<file path="config.mk">
export PLATFORM = sky130hd
export DESIGN_NAME = reset_seq_multi
export DESIGN_NICKNAME = d
export VERILOG_FILES = /design/src/rtl/reset_seq_multi_pkg.sv /design/src/rtl/reset_seq_multi_stretch.sv /design/src/rtl/reset_seq_multi.sv
export SDC_FILE = /design/constraint.sdc
export NUM_CORES = 1
export LEC_CHECK = 0
export BUFFER_PORTS_ARGS = -buffer_cell sky130_fd_sc_hd__buf_2
export CELL_PAD_IN_SITES_DETAIL_PLACEMENT = 2
export CELL_PAD_IN_SITES_GLOBAL_PLACEMENT = 2
export CORE_ASPECT_RATIO = 1.4
export CORE_MARGIN = 2
export CORE_UTILIZATION = 33
export DETAILED_ROUTE_END_ITERATION = 12
export PLACE_DENSITY_LB_ADDON = 0.1
export SYNTH_ARGS = -nofsm -noshare
export SYNTH_HDL_FRONTEND = slang
export SYNTH_HIERARCHICAL = 1
export SYNTH_SLANG_ARGS = --single-unit
</file>
<file path="constraint.sdc">
create_clock -name CLK -period 1.9 [get_ports CLK]
set_input_delay 0.095 -clock CLK [delete_from_list [all_inputs] [get_ports CLK]]
set_output_delay 0.095 -clock CLK [all_outputs]
set_load 0.1 [all_outputs]
</file>
<file path="src/rtl/reset_seq_multi_pkg.sv">
// Shared types and helpers for the multi-channel reset sequencer.
package reset_seq_pkg;

   typedef enum logic [2:0] {
      S_OFF  = 3'd0,
      S_WAIT = 3'd1,
      S_HOLD = 3'd2,
      S_REL  = 3'd3,
      S_RUN  = 3'd4
   } seq_state_t;

   // Counter width wide enough for the largest of the three timing parameters.
   function automatic int cnt_width(input int hold, input int stag, input int filt);
      int m;
      m = hold;
      if (stag > m) m = stag;
      if (filt > m) m = filt;
      return $clog2(m) + 1;
   endfunction

endpackage

</file>
<file path="src/rtl/reset_seq_multi_stretch.sv">
// Per-channel soft-reset stretcher: a loadable down-counter.
// expiring flags the last active cycle so the parent can register the
// channel reset without a one-cycle lag.
module reset_stretch #(
   parameter int LEN   = 8,
   parameter int CNT_W = 5
) (
   input  logic CLK,
   input  logic RST,
   input  logic load,
   input  logic clear,
   output logic active,
   output logic expiring
);

   logic [CNT_W-1:0] cnt;

   // Clear wins over load; a load during an active stretch restarts it.
   always_ff @(posedge CLK) begin
      if (RST || clear)
         cnt <= '0;
      else if (load)
         cnt <= CNT_W'(LEN);
      else if (cnt != '0)
         cnt <= cnt - CNT_W'(1);
   end

   assign active   = (cnt != '0);
   assign expiring = (cnt == CNT_W'(1));

endmodule

</file>
<file path="src/rtl/reset_seq_multi.sv">
// Multi-channel reset sequencer: qualifies board reset, PLL lock and
// init-done, drives PLL powerdown and releases channel resets in order.
//
// state  | meaning
// S_OFF  | board reset active, PLL powered down
// S_WAIT | PLL enabled, waiting for lock and init-done
// S_HOLD | all conditions good, counting the hold time
// S_REL  | releasing channels one every STAGGER_CYCLES
// S_RUN  | all channels out of reset, soft resets accepted
module reset_seq_multi
   import reset_seq_pkg::*;
#(
   parameter int NUM_CH         = 4,
   parameter int HOLD_CYCLES    = 16,
   parameter int STAGGER_CYCLES = 8,
   parameter int LOCK_FILTER    = 4
) (
   input  logic              CLK,
   input  logic              RST,
   input  logic              EXT_RST_N,
   input  logic              PLL_LOCK,
   input  logic              INIT_DONE,
   input  logic [NUM_CH-1:0] SW_RST_REQ,
   output logic [NUM_CH-1:0] CH_RESET_N,
   output logic              PLL_POWERDOWN_B,
   output logic              ALL_READY,
   output logic [2:0]        SEQ_STATE
);

   localparam int CNT_W = cnt_width(HOLD_CYCLES, STAGGER_CYCLES, LOCK_FILTER);
   localparam int IDX_W = (NUM_CH > 1) ? $clog2(NUM_CH) : 1;

   localparam logic [CNT_W-1:0] LOCK_MAX  = CNT_W'(LOCK_FILTER);
   localparam logic [CNT_W-1:0] HOLD_LAST = CNT_W'(HOLD_CYCLES - 1);
   localparam logic [CNT_W-1:0] STAG_LAST = CNT_W'(STAGGER_CYCLES - 1);
   localparam logic [IDX_W-1:0] IDX_LAST  = IDX_W'(NUM_CH - 1);

   logic              ext_s1, ext_ok;
   logic              lock_s1, lock_s;
   logic [CNT_W-1:0]  lock_cnt;
   logic              lock_ok;
   logic              good;
   seq_state_t        state;
   logic [CNT_W-1:0]  hold_cnt;
   logic [CNT_W-1:0]  stag_cnt;
   logic [IDX_W-1:0]  idx;
   logic [IDX_W-1:0]  idx_nxt;
   logic              in_run;
   logic              soft_clear;
   logic [NUM_CH-1:0] soft_load;
   logic [NUM_CH-1:0] soft_active;
   logic [NUM_CH-1:0] soft_expiring;
   logic [NUM_CH-1:0] soft_next;

   // Two-flop synchronisers for the asynchronous board reset and PLL lock.
   always_ff @(posedge CLK) begin
      if (RST) begin
         ext_s1  <= 1'b0;
         ext_ok  <= 1'b0;
         lock_s1 <= 1'b0;
         lock_s  <= 1'b0;
      end else begin
         ext_s1  <= EXT_RST_N;
         ext_ok  <= ext_s1;
         lock_s1 <= PLL_LOCK;
         lock_s  <= lock_s1;
      end
   end

   // Lock filter: saturating run-length of synchronised lock, cleared on any drop.
   always_ff @(posedge CLK) begin
      if (RST || !lock_s)
         lock_cnt <= '0;
      else if (lock_cnt != LOCK_MAX)
         lock_cnt <= lock_cnt + CNT_W'(1);
   end

   assign lock_ok = (lock_cnt == LOCK_MAX);
   assign good    = ext_ok & lock_ok & INIT_DONE;
   assign in_run  = (state == S_RUN);
   assign idx_nxt = idx + IDX_W'(1);

   // A fault in the same cycle as a soft request wins: the request is dropped
   // and every stretch counter is cleared because S_RUN is being left.
   assign soft_clear = ~(in_run & good);
   assign soft_load  = SW_RST_REQ & {NUM_CH{in_run & good}};
   assign soft_next  = soft_load | (soft_active & ~soft_expiring);

   for (genvar i = 0; i < NUM_CH; i++) begin : g_ch
      reset_stretch #(
         .LEN   (STAGGER_CYCLES),
         .CNT_W (CNT_W)
      ) u_stretch (
         .CLK      (CLK),
         .RST      (RST),
         .load     (soft_load[i]),
         .clear    (soft_clear),
         .active   (soft_active[i]),
         .expiring (soft_expiring[i])
      );
   end

   // Sequencer FSM with registered channel resets, PLL enable and ready flag.
   always_ff @(posedge CLK) begin
      if (RST || !ext_ok) begin
         state           <= S_OFF;
         hold_cnt        <= '0;
         stag_cnt        <= '0;
         idx             <= '0;
         CH_RESET_N      <= '0;
         PLL_POWERDOWN_B <= 1'b0;
         ALL_READY       <= 1'b0;
      end else begin
         PLL_POWERDOWN_B <= (state != S_OFF);
         case (state)
            S_OFF: begin
               state <= S_WAIT;
            end
            S_WAIT: begin
               hold_cnt <= '0;
               if (good) state <= S_HOLD;
            end
            S_HOLD: begin
               if (!good) begin
                  state      <= S_WAIT;
                  CH_RESET_N <= '0;
                  ALL_READY  <= 1'b0;
               end else if (hold_cnt == HOLD_LAST) begin
                  state      <= S_REL;
                  idx        <= '0;
                  stag_cnt   <= '0;
                  CH_RESET_N <= NUM_CH'(1);
               end else begin
                  hold_cnt <= hold_cnt + CNT_W'(1);
               end
            end
            S_REL: begin
               if (!good) begin
                  state      <= S_WAIT;
                  CH_RESET_N <= '0;
                  ALL_READY  <= 1'b0;
               end else if (stag_cnt == STAG_LAST) begin
                  stag_cnt <= '0;
                  if (idx == IDX_LAST) begin
                     state      <= S_RUN;
                     CH_RESET_N <= '1;
                     ALL_READY  <= 1'b1;
                  end else begin
                     idx                 <= idx_nxt;
                     CH_RESET_N[idx_nxt] <= 1'b1;
                  end
               end else begin
                  stag_cnt <= stag_cnt + CNT_W'(1);
               end
            end
            S_RUN: begin
               if (!good) begin
                  state      <= S_WAIT;
                  CH_RESET_N <= '0;
                  ALL_READY  <= 1'b0;
               end else begin
                  CH_RESET_N <= ~soft_next;
                  ALL_READY  <= ~|soft_next;
               end
            end
            default: begin
               state      <= S_OFF;
               CH_RESET_N <= '0;
               ALL_READY  <= 1'b0;
            end
         endcase
      end
   end

   assign SEQ_STATE = state;

endmodule

</file>
==> out/results.tsv <==
metric	value	unit
outcome	finished with violations	
violations	negative setup slack	
tightest_slew	0.625	ns
ioPinCount	18	
seqPwrFrac	57.2	%
clock_skew	0.00973	ns
dp.cells	442	
ys_async_sr_fraction	0	%
fin_ws	-0.0347	ns
fin_area	3460	um^2
switching_share	22.8	%
hold_viol	0	
synth_top_area_share	37.3	%
drtIter0Drc	60	
post_drt_wl_per_cell	16.6	um
power.total	1.83	mW
grt_pass1_vias	2601	
clk_pin_slew	0.10	ns
die-area	8890	um^2
synth_cells	308	
grt_first_pass_wirelength	12.7	mm
end_kind	flip-flop	
ys_ff_latch	50	
finalWirelength	7.68	mm
fp.dieH	111	um
synth_top_flop_cell	dfxtp_1	
cts_root_buffer	clkbuf_8	
drive_above_1_share	32.9	%
hpwl	5.58	mm
syn_area	2690	um^2
placed_cell_area	3090	um^2
ys_types	55	
drtAntennaViolNets	0	
fin_crit	1.93	ns
antenna_found_initial	0	
io_buffers	17	
synth_top_family_by_area	simple AND/OR/NAND/NOR gates	
share_comb_of_total_power	3.5	%
syn-num-nets	336	
synthToLayoutAreaGrowth	29.0	%
stdcell_count	462	
gp_congestion	0.706	
clock_power_share	39.3	%
drt_pre_antenna_iters	4	
p_switching	0.418	mW
synth_edf_count	0	
slew_viol_final	0	
synth_compound_area_share	14.4	%
synth_top_cell_by_area	dfxtp_1	
cts_buffers	5	
hold_path_class	input pin to flip-flop	
syn_area_per_cell	8.72	um^2
initial_utilization	34.2	%
grt_usage	18.0	%
cts_sinks	50	
drc	0	
max_clock_freq	517	MHz
setup_viol	3	
start_kind	flip-flop	
ys_seq_area_share	37.3	%
coreArea	7850	um^2
clkLatencyLatePin	0.32	ns
num_vias	2420	
powerDensity	529	nW/um^2
vias_per_cell	5.24	
maxSlewHeadroom	58.2	%
synthSimpleGateAreaFrac	28.2	%
overflow	0	
synth_xor_area_share	5.22	%
n_antenna_cell	0	
hold_ws	0.169	ns
synth_warnings	6	
cts_tree	yes	
tns	-0.0517	ns
synth_mux_area_share	0.373	%
rsz0062_at_grt	yes	
critical_path.max_fanout	6	
die_w	80.3	um
peakVddDrop	0.000260	V
clk_path_buf_depth	2	
synthAdderAreaFrac	8.85	%
intPower	1.42	mW
grt_start_max_net_pins	17	
fin_crit_sh	102	%
layout_common_cells	dfxtp_1 (38), buf_4 (38), nor2_1 (25)	
arrival	2.18	ns
nNetsFinal	389	
required	2.15	ns
power.leakage	1.38	nW
synth_area_leaders	dfxtp_1 (37%), ha_1 (8.8%), xnor2_1 (3.9%), nor2_1 (3.6%), nand2_1 (3.5%)	
crit_type	flip-flop to flip-flop	
cap_violations	0	
row_count	38	
cts_htree_levels	2	
## power groups by stage
stage,combinational [mW],clock (mW),sequential (mW)
floorplan,0.0188,0,1.08
global placement,0.0542,0,1.07
detailed placement,0.0547,0,1.07
CTS,0.0608,0.753,1.05
global route,0.0702,0.792,1.05
finish,0.0642,0.720,1.05
## sequential cells by signal (all words and copies together), names as in the netlist
signal and cells:
g_ch.u_stretch/cnt 20, hold_cnt 5, lock_cnt 5, stag_cnt 5, CH_RESET_N 4, SEQ_STATE 3
idx 2, ALL_READY 1, PLL_POWERDOWN_B 1, ext_ok 1, ext_s1 1, lock_s 1
lock_s1 1
## cell usage after synthesis, drive strengths merged, types with 3 or more instances
cell and number:
a211oi 4, a21o 3, a21oi 17, and2 6, and3 6, buf 7
clkbuf 5, dfxtp 50, ha 19, inv 23, nand2 25, nand2b 6
nand3 10, nand3b 4, nor2 26, nor2b 8, nor3 11, nor3b 4
nor4b 7, o211a 4, o21ai 7, or3 3, or4b 5, xnor2 12
xor2 4
## critical path, stage by stage, from the launching register on
cell,delay [ns]
dfxtp_2,0.34
inv_2,0.07
ha_4,0.12
nor4bb_4,0.21
buf_4,0.17
and2_4,0.20
buf_12,0.13
o211ai_4,0.08
or3_4,0.38
a21oi_2,0.15
## cells by family (layout without fill, tap and decap cells)
logic type,Yosys count,after routing
buffers and inverters,35,89
flip-flops,50,50
AO/OA/AOI/OAI,55,55
AND/OR/NAND/NOR,132,132
multiplexers,1,1
XOR/XNOR,16,16
adder cells (fa/ha/maj),19,19
## worst paths after layout
check	to	from	slack [ns]	cells after the start
setup / recovery	idx[0]$_SDFFE_PP0P_	lock_cnt[1]$_SDFFE_PP0P_	-0.03	9
hold / removal	hold_cnt[1]$_SDFFE_PP0P_	RST	0.17	4
setup reg to reg	idx[0]$_SDFFE_PP0P_	lock_cnt[1]$_SDFFE_PP0P_	-0.03	9
hold reg to reg	ext_ok$_SDFF_PP0_	ext_s1$_SDFF_PP0_	0.46	1
## per-stage QoR
| step | utilization, % | setup slack [ns] |
|---|---|---|
| after floorplan | - | 0.0319 |
| after global placement | 39.3 | -0.0660 |
| after detailed placement | 39.3 | -0.140 |
| after CTS | 42.1 | 0.00498 |
| after global routing | 44.2 | -0.139 |
| final | 44.2 | -0.0347 |
## layout make-up
| type | instances | area (um^2) |
|---|---|---|
| clock buffers | 8 | 101 |
| multi-input cells | 223 | 1720 |
| inverters | 23 | 86.3 |
| well taps | 100 | 125 |
| repair buffers | 58 | 410 |
| fillers | 874 | 4380 |
| flip-flops and latches | 50 | 1020 |
## layer usage
| layer | part of all wire, % | global-route usage, % | wire [um] |
|---|---|---|---|
| met1 | 41 | 20.3 | 3140 |
| met2 | 56 | 33.4 | 4280 |
| met3 | 2.1 | 3.26 | 164 |
| met4 | 1.3 | 5.08 | 100 |
| met5 | 0 | 0 | 0 |
## timing repair
item | CTS | global route
gates resized for setup | 16 | 36
hold buffers | 2 | 0
buffers inserted | 5 | 5
setup endpoints to repair | 32 | 29
pin swaps | 5 | 9
hold endpoints to repair | 2 | 0
Power figures use the tool's default switching activity.
